File: config.mk
export PLATFORM = sky130hd
export DESIGN_NAME = fsm_q2_onehot_state
export DESIGN_NICKNAME = d
export VERILOG_FILES = /design/src/rtl/fsm_q2_onehot_state.sv
export SDC_FILE = /design/constraint.sdc
export NUM_CORES = 1
export LEC_CHECK = 0
export ABC_CLOCK_PERIOD_IN_PS = 7550
export CAP_MARGIN = 20
export CORE_MARGIN = 5
export CORE_UTILIZATION = 49
export CTS_CLUSTER_DIAMETER = 80
export DETAILED_ROUTE_END_ITERATION = 10
export PLACE_DENSITY_LB_ADDON = 0.3
export SYNTH_ARGS = -nofsm -noshare
export SYNTH_HDL_FRONTEND = slang
export SYNTH_SLANG_ARGS = --single-unit
export TNS_END_PERCENT = 20
File: constraint.sdc
create_clock -name clk -period 7.55 [get_ports clk]
set_input_delay 0.755 -clock clk [delete_from_list [all_inputs] [get_ports clk]]
set_output_delay 0.755 -clock clk [all_outputs]
set_load 0.03 [all_outputs]
File: src/rtl/fsm_q2_onehot_state.sv
// ============================================================================
// fsm_q2_onehot_state : registered one-hot A-F FSM with Moore z, illegal-state
// recovery, debug state load and D-entry counter.            Revision: 1.0
// ============================================================================
`default_nettype none

module fsm_q2_onehot_state #(
   parameter int CNT_W = 8
) (
   input  logic             clk,
   input  logic             resetn,
   input  logic             w,
   input  logic             ld,
   input  logic [5:0]       ld_state,
   output logic [5:0]       y,
   output logic             z,
   output logic             err,
   output logic [CNT_W-1:0] d_cnt
);

   typedef enum logic [5:0] {
      ST_A = 6'b000001,
      ST_B = 6'b000010,
      ST_C = 6'b000100,
      ST_D = 6'b001000,
      ST_E = 6'b010000,
      ST_F = 6'b100000
   } state_t;

   state_t           state;
   state_t           state_nxt;
   logic             err_nxt;
   logic [CNT_W-1:0] cnt_nxt;
   logic             legal;

   assign legal = $onehot(state);

   always_ff @(posedge clk) begin
      if (!resetn) begin
         state <= ST_A;
         err   <= 1'b0;
         d_cnt <= '0;
      end else begin
         state <= state_nxt;
         err   <= err_nxt;
         d_cnt <= cnt_nxt;
      end
   end

   // Load beats recovery, recovery beats the normal transition table.
   always_comb begin
      state_nxt = state;
      err_nxt   = err;
      cnt_nxt   = d_cnt;
      if (ld) begin
         state_nxt = state_t'(ld_state);
      end else if (!legal) begin
         state_nxt = ST_A;
         err_nxt   = 1'b1;
      end else begin
         case (state)
            ST_A:    state_nxt = w ? ST_B : ST_A;
            ST_B:    state_nxt = w ? ST_C : ST_D;
            ST_C:    state_nxt = w ? ST_E : ST_D;
            ST_D:    state_nxt = w ? ST_F : ST_A;
            ST_E:    state_nxt = w ? ST_E : ST_D;
            ST_F:    state_nxt = w ? ST_C : ST_D;
            default: state_nxt = ST_A;
         endcase
         // D has no self-loop, so landing in D is always a fresh entry.
         if (state_nxt == ST_D) begin
            cnt_nxt = d_cnt + {{(CNT_W-1){1'b0}}, 1'b1};
         end
      end
   end

   assign y = state;
   assign z = (state[4] | state[5]) & legal;

endmodule

`default_nettype wire

### Word-level counts from Yosys, hierarchy flattened

Cells that the tools add are included.

* bits in registers: 15
* input port bits: 10
* output and inout bits: 16
* word-level logic and storage cells: 34

* add/subtract/negate cells: 6
* equality and inequality tests: 8
* mux-type cells: 9
* bitwise gates (word level): 4
* reduce and logical (&&, ||, !) cells: 4

Operators by type and width (count)
* $mux 6: 5
* $pmux 6 s4: 1
* $eq 6x4->1 const B: 2
* $add 8x1->8 const B: 1
* $add 1x1->2: 3
* $eq 6x1->1 const B: 1
* $eq 6x2->1 const B: 1
* $eq 6x3->1 const B: 1
* $eq 6x5->1 const B: 1
* $eq 6x6->1 const B: 1
* $mux 5: 1
* $mux 4: 1
* $reduce_or 2->1: 2
* $add 2x2->3: 1
* $add 3x2->3: 1
* $eq 3x1->1 const B: 1
* $reduce_and 3->1: 1
* $mux 2: 1
* $not 1->1: 2
* $reduce_and 2->1: 1
* $and 1x1->1: 1
* $or 1x1->1: 1

### Logic depth before layout (Yosys ltp)

* depth in word-level cells: 8
* depth in mapped cells: 11
* mapped depth without buffers: 11

### Worst setup path after synthesis

OpenSTA, ideal clock, no wires.

* path kind: flip-flop to flip-flop
* start: register state[0] (netlist: y[0])
* end: register d_cnt[4]
* data arrival time: 3.941 ns
* setup slack: 3.539 ns
* stages on the path, launching flop included: 12
* buffers on the path: 0
* path through: dfxtp_1 inv_1 fa_1 fa_1 inv_1 ha_1 fa_1 or4b_4 or3_4 a211o_4 or3_1 a21oi_1

* cells in the longest elaborated chain, start to end: 7

Ends and longest elaborated chain
* start, declared: RTL line 30 `state_t state;`
* start signal, assigned: RTL line 44 `state <= state_nxt;`
* $eq 6x6->1, or another cell as far along: RTL line 61 `case (state)`
* $reduce_or 2->1 (no source line)
* $pmux 6 s4: RTL line 61
* $mux 6: RTL line 57 `end else if (!legal) begin`
* $mux 6: RTL line 55 `if (ld) begin`
* $eq 6x4->1: RTL line 71 `if (state_nxt == ST_D) begin`
* $reduce_and 3->1 (no source line) *
* end signal, assigned: RTL line 46 `d_cnt <= cnt_nxt;`
* end, declared: RTL line 18 `output logic [CNT_W-1:0] d_cnt`

Mark *: on every way between the ends. The rest lies on a longest branch, timed or not. The select of a mux whose other input is x is not followed.
A chain may end at the register's enable or synchronous reset.

### Final worst setup path

* start: register state[3] (netlist: y[3])
* end: output z

* cells in the longest elaborated chain, start to end: 5

Ends and longest elaborated chain
* $add 1x1->2 (implied by the code): RTL line 36 `assign legal = $onehot(state);`
* $add 2x2->3 (implied by the code): RTL line 36
* $add 3x2->3 (implied by the code): RTL line 36
* $eq 3x1->1: RTL line 36
* $and 1x1->1: RTL line 78 `assign z = (state[4] | state[5]) & legal;`
* end, declared: RTL line 16 `output logic z,`

Every way passes these cells.

==> results.md <==
* Result of the run: finished clean
* Critical path endpoint category: output pin
* Combined global-route utilization of all metal layers at 0.166
* Number of I/O pins at 26
* Quantity of I/O buffers inserted on ports at 25
* Pin count of the biggest net entering global routing at 13
* Hold Buf Count CTS at 0
* Required time of the critical path at 6800 ps
* Worst IR drop on VDD at 0.113 mV
* Sequential cell area fraction in the yosys report at 0.332
* Post-synthesis average cell area at 8.53 um2
* Leakage component of the power at 0.467 nW
* Arrival @ worst endpoint at 3500 ps
* Number of cells produced by synthesis at 106
* Post-route minimum period at 4260 ps
* Postcts setup bufs at 0
* CTS H-tree lvls at 1
* Startpoint of the most critical setup path: y[3]
* Clock tree from TritonCTS: done
* 1st-iter DRT viols at 11
* Average routed wire per standard cell at 13.0 um
* Power density of the placed cells at 149 mW/mm2
* Setup repair after global routing missed its margin: no
* Register clock-pin slew on the reported worst setup and hold paths at 100 ps
* Clock latency reported for the late side of the worst-skew pair at 300 ps
* Cell chosen for the clock root: sky130_fd_sc_hd__clkbuf_4
* Syn_nets at 124
* Post-layout utilization of the core at 0.688
* Via count of the first global-routing pass at 810
* Total core area at 0.00175 mm2
* Number of pins with negative max-slew slack in the final report at 0
* Clock Sinks at 15
* Total number of vias at 838
* Wire length of the first global-routing pass at 3.33 mm
* Ant. Diodes at 0
* Final ANT Viol Nets at 0
* Routability cong. at 0.874
* Area delta synth->final at 32.8%
* Maximum clock frequency at 235 MHz
* Number of buffers added by the clock tree synthesis step at 3
* Path type of the worst setup path: flop to output pin
* Detailed Route WL at 2.05 mm
* Number of cells on the worst hold path at 2
* Die Area at 0.00281 mm2
* Synthesized area at 905 um2
* Largest clock skew in the final design at 11.3 ps
* Hold/Removal Path Class: flop to flop
* Setup slack of the worst register-to-register path at 3610 ps
* Maximum fanout along the worst path at 7
* Bufs on Longest Clock Path at 2
* Initial antenna violation count at 0
* Die outline height at 53.0 um
* Remaining DRCs at 0
* Net count, final at 152
* Total number of yosys warnings at 0
* Count of standard-cell rows at 15
* Number of endpoints failing setup at the final stage at 0
* 1st-pass router iterations at 4
* Ratio of routed vias to standard cells at 5.30
* Kind of start point of the critical path: flop
* Maximum Capacitance Violations at 0
* Fin Setup TNS at 0 ps
* Gr ovfl total at 0
* Worst setup path endpoint: z
* Number of distinct library cells after synthesis at 30
* R2R depth at 11
* Hpwl dp at 1.58 mm
* Share of the cycle needed by the critical path after routing at 0.564
* Post-CTS sizing at 0
* End of the worst register-to-register path: d_cnt[4]
* PnR worst setup slack at 3290 ps
* Hold violation total from the final report at 0
* Remaining max-slew budget at the tightest pin at 0.705
* Place WS at 3630 ps
* Initial core utilization at 0.518
* Share of final-layout standard cells stronger than drive strength 1 at 0.0526
* Post-synthesis register bit count at 15
* DIE WIDTH at 53.0 um
* Most common library cell in the layout ignoring fill and taps: sky130_fd_sc_hd__clkdlybuf4s50_1
* Most used cells in the layout excluding fill and tap cells: sky130_fd_sc_hd__clkdlybuf4s50_1 (25), sky130_fd_sc_hd__nor2_1 (16), sky130_fd_sc_hd__dfxtp_1 (15)
* Slew at the pin closest to its max-slew limit at 442 ps
* Critical register-to-register path startpoint: y[3]
worst min path at each step:
stage	from	endpoint	slack [ps]
floorplan	err	err	600
global placement	err	err	450
detailed placement	err	err	470
CTS	err	err	490
global route	err	err	560
finish	err	err	490
where the power goes:
group          switching [mW]  internal [mW]  total (mW)
Sequential            0.00265         0.0815      0.0842
Combinational          0.0245         0.0203      0.0448
Clock                  0.0299         0.0202      0.0502
layer usage:
metal  part of all wire  track usage  routed length (um)
met5                  0            0                   0
met4              0.012       0.0596                  24
met3              0.053       0.0648                 108
met2               0.50        0.277                1030
met1               0.43        0.190                 885
Yosys cell counts:
| cell | count | area (um2) |
|---|---|---|
| sky130_fd_sc_hd__ha_1 | 5 | 62.6 |
| sky130_fd_sc_hd__o21a_1 | 2 | 15.0 |
| sky130_fd_sc_hd__a22oi_1 | 2 | 15.0 |
| sky130_fd_sc_hd__clkbuf_1 | 1 | 3.75 |
| sky130_fd_sc_hd__xnor2_1 | 2 | 17.5 |
| sky130_fd_sc_hd__or3_4 | 1 | 11.3 |
| sky130_fd_sc_hd__nand3_1 | 5 | 25.0 |
| sky130_fd_sc_hd__nor3_1 | 3 | 15.0 |
| sky130_fd_sc_hd__a2111oi_1 | 2 | 20.0 |
| sky130_fd_sc_hd__or3_1 | 4 | 25.0 |
| sky130_fd_sc_hd__and3_1 | 1 | 6.26 |
| sky130_fd_sc_hd__nand4b_1 | 1 | 8.76 |
| sky130_fd_sc_hd__fa_1 | 3 | 60.1 |
| sky130_fd_sc_hd__nand2b_1 | 2 | 12.5 |
| sky130_fd_sc_hd__nand2_1 | 5 | 18.8 |
| sky130_fd_sc_hd__xor2_1 | 2 | 17.5 |
| sky130_fd_sc_hd__a32oi_1 | 1 | 8.76 |
| sky130_fd_sc_hd__o21ai_0 | 3 | 15.0 |
| sky130_fd_sc_hd__inv_1 | 11 | 41.3 |
| sky130_fd_sc_hd__a21oi_1 | 9 | 45.0 |
| sky130_fd_sc_hd__nor2_1 | 16 | 60.1 |
| sky130_fd_sc_hd__dfxtp_1 | 15 | 300 |
| sky130_fd_sc_hd__o211a_1 | 1 | 10.0 |
| sky130_fd_sc_hd__buf_6 | 1 | 11.3 |
| sky130_fd_sc_hd__mux2i_1 | 2 | 20.0 |
| sky130_fd_sc_hd__or4b_4 | 1 | 13.8 |
| sky130_fd_sc_hd__nand4_1 | 2 | 12.5 |
| sky130_fd_sc_hd__o2111ai_1 | 1 | 8.76 |
| sky130_fd_sc_hd__o22ai_1 | 1 | 6.26 |
| sky130_fd_sc_hd__a211o_4 | 1 | 17.5 |
stage by stage:
step / instances / area (um2) / total power [mW] / hold WS [ps]
2_1_floorplan: 106 / 905 / 0.115 / 603
3_3_place_gp: 154 / 1170 / 0.130 / 452
3_5_place_dp: 154 / 1170 / 0.131 / 468
4_1_cts: 158 / 1200 / 0.181 / 493
5_1_grt: 158 / 1200 / 0.190 / 560
6_report: 158 / 1200 / 0.179 / 490
area by class of cell:
| cell class | count | area, um2 |
|---|---|---|
| Inverter | 11 | 41.3 |
| Fill cell | 145 | 544 |
| Tap cell | 25 | 31.3 |
| Timing Repair Buffer | 25 | 250 |
| Clock buffer | 3 | 22.5 |
| Clock inverter | 1 | 7.51 |
| Multi-Input combinational cell | 78 | 548 |
| Sequential cell | 15 | 300 |
state kept, by name, summed over array words and instances (netlist names):
name	flops
d_cnt	8
y	6
err	1
cell families after synthesis:
| kind of cell | Yosys count | synth area share |
|---|---|---|
| fa+ha+maj | 8 | 0.136 |
| flops | 15 | 0.332 |
| mux | 2 | 0.0221 |
| xor+xnor | 4 | 0.0387 |
| compound gates | 23 | 0.178 |
| simple gates | 41 | 0.231 |
| buf+inv | 13 | 0.0622 |
critical path: stages, from the launching register on:
cell and delay, ps:
sky130_fd_sc_hd__dfxtp_1 460, sky130_fd_sc_hd__inv_1 90, sky130_fd_sc_hd__fa_1 450, sky130_fd_sc_hd__fa_1 500
sky130_fd_sc_hd__inv_1 40, sky130_fd_sc_hd__ha_1 180, sky130_fd_sc_hd__fa_1 460, sky130_fd_sc_hd__nor2_1 190
sky130_fd_sc_hd__o211a_1 170, sky130_fd_sc_hd__clkdlybuf4s50_1 660
Power figures use the tool's default switching activity.
